<file path="src/rtl/sensor_packet_controller.sv">
// sensor_packet_controller: ring-buffers sensor samples in external memory
// and streams framed packets (seq header, payload, checksum) to a radio.
module sensor_packet_controller #(
  parameter int DATA_W  = 8,
  parameter int ADDR_W  = 6,
  parameter int PKT_LEN = 4
) (
  input  logic              clk,
  input  logic              rst_n,
  input  logic              enable,
  input  logic [DATA_W-1:0] sensor_data,
  input  logic              sensor_valid,
  output logic [ADDR_W-1:0] mem_addr,
  output logic [DATA_W-1:0] mem_wdata,
  output logic              mem_we,
  output logic              mem_re,
  input  logic [DATA_W-1:0] mem_rdata,
  input  logic              radio_busy,
  output logic              radio_send,
  output logic [DATA_W-1:0] radio_data,
  output logic              tx_active,
  output logic              overflow,
  output logic [15:0]       drop_count
);
  localparam int CW = ADDR_W + 1;
  localparam logic [CW-1:0] DEPTH = CW'(2 ** ADDR_W);
  localparam logic [CW-1:0] PLEN = CW'(PKT_LEN);

  typedef enum logic [2:0] {
    IDLE, HDR, RD, RDWAIT, DATA, CSUM
  } state_t;

  state_t            state_q, state_d;
  logic [ADDR_W-1:0] wr_ptr_q, wr_ptr_d;
  logic [ADDR_W-1:0] rd_ptr_q, rd_ptr_d;
  logic [CW-1:0]     count_q, count_d;
  logic [CW-1:0]     sent_q, sent_d;
  logic [DATA_W-1:0] seq_q, seq_d;
  logic [DATA_W-1:0] csum_q, csum_d;
  logic [DATA_W-1:0] byte_q, byte_d;
  logic              ovf_q, ovf_d;
  logic [15:0]       drop_q, drop_d;
  logic              full, smp, wr, pay_acc;

  // Writes are gated by rst_n so the memory port is quiet during reset.
  assign full = (count_q == DEPTH);
  assign smp  = rst_n && enable && sensor_valid;
  assign wr   = smp && !full;

  assign mem_we     = wr;
  assign mem_wdata  = wr ? sensor_data : '0;
  assign mem_addr   = wr ? wr_ptr_q : (mem_re ? rd_ptr_q : '0);
  assign tx_active  = (state_q != IDLE);
  assign overflow   = ovf_q;
  assign drop_count = drop_q;

  // Sample path: write pointer advance and drop accounting.
  always_comb begin
    wr_ptr_d = wr_ptr_q;
    ovf_d    = ovf_q;
    drop_d   = drop_q;
    if (wr) wr_ptr_d = wr_ptr_q + 1'b1;
    if (smp && full) begin
      ovf_d = 1'b1;
      if (drop_q != 16'hFFFF) drop_d = drop_q + 16'd1;
    end
  end

  // Occupancy: +1 per write, -1 per accepted payload byte.
  always_comb begin
    count_d = count_q + {{ADDR_W{1'b0}}, wr}
                      - {{ADDR_W{1'b0}}, pay_acc};
  end

  // Transmit FSM next-state and radio/read outputs.
  always_comb begin
    state_d    = state_q;
    rd_ptr_d   = rd_ptr_q;
    sent_d     = sent_q;
    seq_d      = seq_q;
    csum_d     = csum_q;
    byte_d     = byte_q;
    radio_send = 1'b0;
    radio_data = '0;
    mem_re     = 1'b0;
    pay_acc    = 1'b0;
    unique case (state_q)
      IDLE: begin
        if (enable && count_q >= PLEN) state_d = HDR;
      end
      HDR: begin
        radio_send = 1'b1;
        radio_data = seq_q;
        if (!radio_busy) begin
          csum_d  = seq_q;
          sent_d  = '0;
          state_d = RD;
        end
      end
      RD: begin
        if (!wr) begin
          mem_re  = 1'b1;
          state_d = RDWAIT;
        end
      end
      RDWAIT: begin
        byte_d  = mem_rdata;
        state_d = DATA;
      end
      DATA: begin
        radio_send = 1'b1;
        radio_data = byte_q;
        if (!radio_busy) begin
          pay_acc  = 1'b1;
          csum_d   = csum_q + byte_q;
          rd_ptr_d = rd_ptr_q + 1'b1;
          sent_d   = sent_q + 1'b1;
          state_d  = ((sent_q + 1'b1) == PLEN) ? CSUM : RD;
        end
      end
      CSUM: begin
        radio_send = 1'b1;
        radio_data = '0 - csum_q;
        if (!radio_busy) begin
          seq_d   = seq_q + 1'b1;
          state_d = IDLE;
        end
      end
      default: state_d = IDLE;
    endcase
  end

  // State and datapath registers.
  always_ff @(posedge clk or negedge rst_n) begin
    if (!rst_n) begin
      state_q  <= IDLE;
      wr_ptr_q <= '0;
      rd_ptr_q <= '0;
      count_q  <= '0;
      sent_q   <= '0;
      seq_q    <= '0;
      csum_q   <= '0;
      byte_q   <= '0;
      ovf_q    <= 1'b0;
      drop_q   <= '0;
    end else begin
      state_q  <= state_d;
      wr_ptr_q <= wr_ptr_d;
      rd_ptr_q <= rd_ptr_d;
      count_q  <= count_d;
      sent_q   <= sent_d;
      seq_q    <= seq_d;
      csum_q   <= csum_d;
      byte_q   <= byte_d;
      ovf_q    <= ovf_d;
      drop_q   <= drop_d;
    end
  end

endmodule

</file>
<file path="config.mk">
export PLATFORM = sky130hd
export DESIGN_NAME = sensor_packet_controller
export DESIGN_NICKNAME = d
export VERILOG_FILES = /design/src/rtl/sensor_packet_controller.sv
export SDC_FILE = /design/constraint.sdc
export NUM_CORES = 1
export LEC_CHECK = 0
export ABC_AREA = 1
export BUFFER_PORTS_ARGS = -buffer_cell sky130_fd_sc_hd__clkbuf_2
export CORE_ASPECT_RATIO = 0.7
export CORE_MARGIN = 4
export CORE_UTILIZATION = 35
export CTS_CLUSTER_DIAMETER = 80
export CTS_CLUSTER_SIZE = 40
export DETAILED_ROUTE_END_ITERATION = 10
export PLACE_DENSITY = 0.53
export SLEW_MARGIN = 40
export SYNTH_ARGS = -nofsm -noshare
export SYNTH_HDL_FRONTEND = slang
export SYNTH_SLANG_ARGS = --single-unit
</file>
<file path="constraint.sdc">
create_clock -name clk -period 4.8 [get_ports clk]
set_clock_uncertainty 0.1 [all_clocks]
set_input_delay 0.24 -clock clk [delete_from_list [all_inputs] [get_ports clk]]
set_output_delay 0.24 -clock clk [all_outputs]
set_load 0.02 [all_outputs]
</file>
Word level (Yosys, flattened, before mapping)
Cells that the tools add are included.

operators by class
  $add $sub $neg = 9
  magnitude comparators = 1
  eq/ne operators = 13
  mux-type cells = 22
  bitwise operators = 1
  reductions and logical operators = 15

operators with widths
  kind                                                                                 count
  8-bit two-way mux                                                                    3
  8-bit case mux with 3 select lines                                                   1
  3-bit two-way mux                                                                    6
  3-bit case mux with 6 select lines                                                   1
  16-bit by 1-bit adder with 16-bit output, second input constant                      1
  16-bit inequality test, second input constant                                        1
  8-bit case mux with 2 select lines                                                   1
  7-bit two-way mux                                                                    2
  7-bit case mux with 2 select lines                                                   1
  6-bit by 1-bit adder with 6-bit output, second input constant                        2
  6-bit two-way mux                                                                    2
  2-bit inequality test, second input constant                                         5
  8-bit by 1-bit adder with 8-bit output, second input constant                        1
  8-bit adder                                                                          1
  1-bit by 8-bit subtractor with 8-bit output, first input constant                    1
  7-bit by 1-bit adder with 7-bit output                                               1
  7-bit by 1-bit adder with 7-bit output, second input constant                        1
  7-bit by 3-bit equality test with 1-bit output, second input constant                1
  7-bit equality test, second input constant                                           1
  7-bit by 3-bit greater-or-equal comparator with 1-bit output, second input constant  1
  7-bit by 1-bit subtractor with 7-bit output                                          1
  3-bit by 2-bit equality test with 1-bit output, second input constant                2
  3-bit equality test, second input constant                                           2
  2-bit AND reduction                                                                  3
  other kinds (11)                                                                     19

word-level totals
  register bits = 70
  bits of input ports = 21
  logic and storage cells = 71

Longest topological paths before layout
  depth after elaboration = 7
  gate-level depth with buffers = 16
  gate-level depth less buffers = 16

Least setup slack after synthesis
No wires, ideal clock.

  kind = register to register
  start = register state_q[1]
  end = register count_q[6]
  setup time = 0.123 ns
  data arrival time = 2.365 ns
  data required time = 4.577 ns
  setup slack = 2.212 ns
  stages on the path, launching flop included = 17
  path buffers = 0
  clock period less this slack = 2.588 ns
  cell sequence = dfrtp_1 -> nor2_1 -> inv_2 -> nor2_8 -> nand2_2 -> inv_1 -> ha_1 -> inv_1 -> ha_1 -> inv_1 -> fa_1 -> o21ai_0 -> nand2_1 -> nand2_1 -> a21oi_1 -> nand2_1 -> nand2_1

on the way
  word-level cells in the longest chain between the ends = 3

ends and longest elaborated chain
  item                                         line  text
  start, declared                              33    state_t state_q, state_d;
  start signal, assigned                       147   state_q <= state_d;
  3-bit equality test                          87    unique case (state_q)
  1-bit two-way mux                            87
  net pay_acc                                  43    logic full, smp, wr, pay_acc;
  7-bit by 1-bit subtractor with 7-bit output  72    - {{ADDR_W{1'b0}}, pay_acc};
  net count_d[6]                               36    logic [CW-1:0] count_q, count_d;
  end signal, assigned                         150   count_q <= count_d;
  end, declared                                36

The timed path passes the listed nets, and every way through them passes these cells.
A chain may end at the register's enable or synchronous reset.

Final worst setup path
Ends and elaborated chain as after synthesis.

==> impl_metrics.env <==
export IMPL_outcome="completed"
export IMPL_drt_iter0_drc=200
export IMPL_syn_inst=552
export IMPL_hold_viol=0
export IMPL_hp_start="mem_rdata[7]"
export IMPL_io_pins=64
export IMPL_grt_max_degree=71
export IMPL_worst_slew_pin_slew_ns=0.6520
export IMPL_drv_slew=0
export IMPL_fmax_ghz=0.3166
export IMPL_cp_slowest_cell="dfrtp_1"
export IMPL_die_h_microns=101.3
export IMPL_hold_ws_ns=0.03687
export IMPL_numCtsBuffers=9
export IMPL_cp_startpoint="state_q[1]$_DFFE_PN0P_"
export IMPL_slew_headroom=0.5654
export IMPL_fin_area_sq_um=5185
export IMPL_layout_cells_non_filler=784
export IMPL_finalNetCount=669
export IMPL_cts_sinks=70
export IMPL_syn_area_sq_um=4357
export IMPL_rows=33
export IMPL_drt_met1_wl_microns=5549
export IMPL_critPathKind="reg -> reg"
export IMPL_portBuffers=63
export IMPL_slowest_delay_ns=0.43
export IMPL_drive_above_1_share=0.1707
export IMPL_ys_warnings_count=0
export IMPL_tns_ns=0
export IMPL_place_area_sq_um=4835
export IMPL_critical_path_most_common_cell="nand2_1"
export IMPL_wire_per_inst_microns=13.43
export IMPL_power_density_nw_per_um2=622.9
export IMPL_chipWidth_microns=141.4
export IMPL_dp_hpwl_microns=7979
export IMPL_place_congestion=0.8042
export IMPL_rsz0062_at_grt="no"
export IMPL_syn_nets=599
export IMPL_drc=0
export IMPL_route_vias_total=3716
export IMPL_cts_path_max_buffers=2
export IMPL_critical_path_cell_chain="nor2_1, inv_2, nor2_8, nand2_2, inv_1, ha_1, inv_1, ha_1, inv_1, fa_1, o21ai_0, nand2_1, nand2_1, a21oi_1, nand2_1, nand2_1"
export IMPL_synthArstFlopShare=1.000
export IMPL_drv_cap=0
export IMPL_syn_area_per_cell_sq_um=7.893
export IMPL_grt_pass1_vias=3581
export IMPL_design_die_area_sq_um=14330
export IMPL_num_antenna_cells=0
export IMPL_p_leak_nw=2.712
export IMPL_cts_setup_buffers=0
export IMPL_wirelength_microns=10530
export IMPL_start_kind="flop"
export IMPL_path_buf_inv=4
export IMPL_fin_crit_ns=3.159
export IMPL_ir_drop_mv=0.2777
export IMPL_critPathTopFamily="simple AND/OR/NAND/NOR gates"
export IMPL_top_layer_used="met4"
export IMPL_core_area_sq_um=11930
export IMPL_synth_seq_cells=70
export IMPL_cts_tree="done"
export IMPL_dr_pass1_iters=5
export IMPL_arrival_ns=3.28
export IMPL_yosysSeqAreaShare=0.4021
export IMPL_worstPathRequired_ns=4.92
export IMPL_grt_ovfl_total=0
export IMPL_syn_to_final_growth_pct=19.01
export IMPL_cts_clk_slew_worst_paths_ns=0.06
export IMPL_wl_met3_microns=500
export IMPL_grt_usage=0.1540
export IMPL_dp_cells=767
export IMPL_htreeDepth=3
export IMPL_path_max_fanout=16
export IMPL_antenna_found_initial=0
export IMPL_start_util=0.3651
export IMPL_synthDistinctLibCells=34
export IMPL_hold_path_class="in -> reg"
export IMPL_antenna_left=0
export IMPL_synth_edf_count=0
export IMPL_min_period_over_period=0.6581
export IMPL_wl_met2_microns=4406
export IMPL_ys_flop_type="dfrtp_1"
export IMPL_setup_violations_final=0
export IMPL_r2r_start="state_q[1]$_DFFE_PN0P_"
export IMPL_grt_pass1_wl_microns=17780
export IMPL_clock_latency_ns=0.33
export IMPL_viasPerCell=4.740
export IMPL_endpoint_kind="flop"
export IMPL_clock_root_buffer="clkbuf_16"
[area by class of cell]
type	count	area, sq um
clock buffer	11	232.7
clock inverter	5	107.6
fill	1228	6748
inverter	94	352.8
multi-input combinational	382	2207
sequential	70	1752
tap	157	196.4
timing repair buffer	65	336.6
[flip-flops by register name, indices dropped and copies added (netlist names)]
name,flops
rd_ptr_q,6
count_q,7
seq_q,8
csum_q,8
wr_ptr_q,6
overflow,1
drop_count,16
sent_q,7
byte_q,8
state_q,3
[what timing repair did]
action,in CTS,in global routing
gates resized for setup,0,0
hold buffers,1,0
hold endpoints to repair,41,0
[cell families (layout without fill, tap and decap cells)]
kind of cell	after synthesis	count (layout)	share of synthesized area
AND/OR/NAND/NOR	246	246	0.2473
XOR/XNOR	38	38	0.07639
flip-flops	70	70	0.4021
adder cells (fa/ha/maj)	26	26	0.07812
buffers and inverters	100	175	0.09133
AO/OA/AOI/OAI	65	65	0.08674
multiplexers	7	7	0.01809
[cells in the final DEF (no fill, tap or decap), drive strengths merged]
cell / count
a21oi: 16
a22o: 2
a31oi: 1
buf: 2
bufinv: 3
clkbuf: 73
clkinv: 2
dfrtp: 70
dlygate4sd3: 1
fa: 2
ha: 24
inv: 94
mux2: 7
nand2: 131
nand3: 39
nand4: 10
nor2: 52
nor3: 11
o211ai: 8
o21a: 1
o21ai: 28
o21bai: 1
o221ai: 2
o22ai: 6
or2: 3
xnor2: 5
xor2: 33
[path summary, 6_finish.rpt]
kind                       slack, ns  depth (start not counted)                 endpoint
setup reg to reg                1.64                         16     count_q[6]$_DFF_PN0_
hold / removal                  0.04                          2    byte_q[7]$_DFFE_PN0P_
setup / recovery                1.64                         16     count_q[6]$_DFF_PN0_
min in group asynchronous       0.49                          3  wr_ptr_q[4]$_DFFE_PN0P_
max in group asynchronous       3.65                          3    byte_q[1]$_DFFE_PN0P_
hold reg to reg                 0.38                          1     overflow$_DFFE_PN0P_
[metrics by stage]
stage               setup WS [ns]  utilization  power (mW)
floorplan                   2.212            -       2.056
global placement            1.843       0.4048       2.437
detailed placement          1.700       0.4052       2.462
CTS                         1.642       0.4345       3.256
global route                1.334       0.4345       3.519
finish                      1.641       0.4345       3.230
[power breakdown]
group / total, mW / switching (mW) / internal [mW]
clock: 0.771 / 0.262 / 0.510
combinational: 1.49 / 0.946 / 0.541
sequential: 0.972 / 0.187 / 0.784
[per-layer routing]
layer  up-vias  GRT usage
met5         -          0
met1      1722     0.2257
met2        84     0.2302
met3         7    0.04011
met4         0    0.03127
li1       1903          -
[Yosys cell counts, types with 6 or more instances]
master      n  area [sq um]
nand3_1    38         190.2
o21ai_0    20         100.1
dfrtp_1    70          1752
nor3_1     10         50.05
nand4_1    10         62.56
a21oi_1    15         75.07
nor2_1     47         176.4
o21ai_1     8         40.04
mux2_2      7         78.83
inv_1      88         330.3
nand2_1   126         473.0
inv_2       6         22.52
o22ai_1     6         37.54
o211ai_1    8         60.06
xor2_1     33         289.0
ha_1       24         300.3
(Power assumes the default switching activity.)
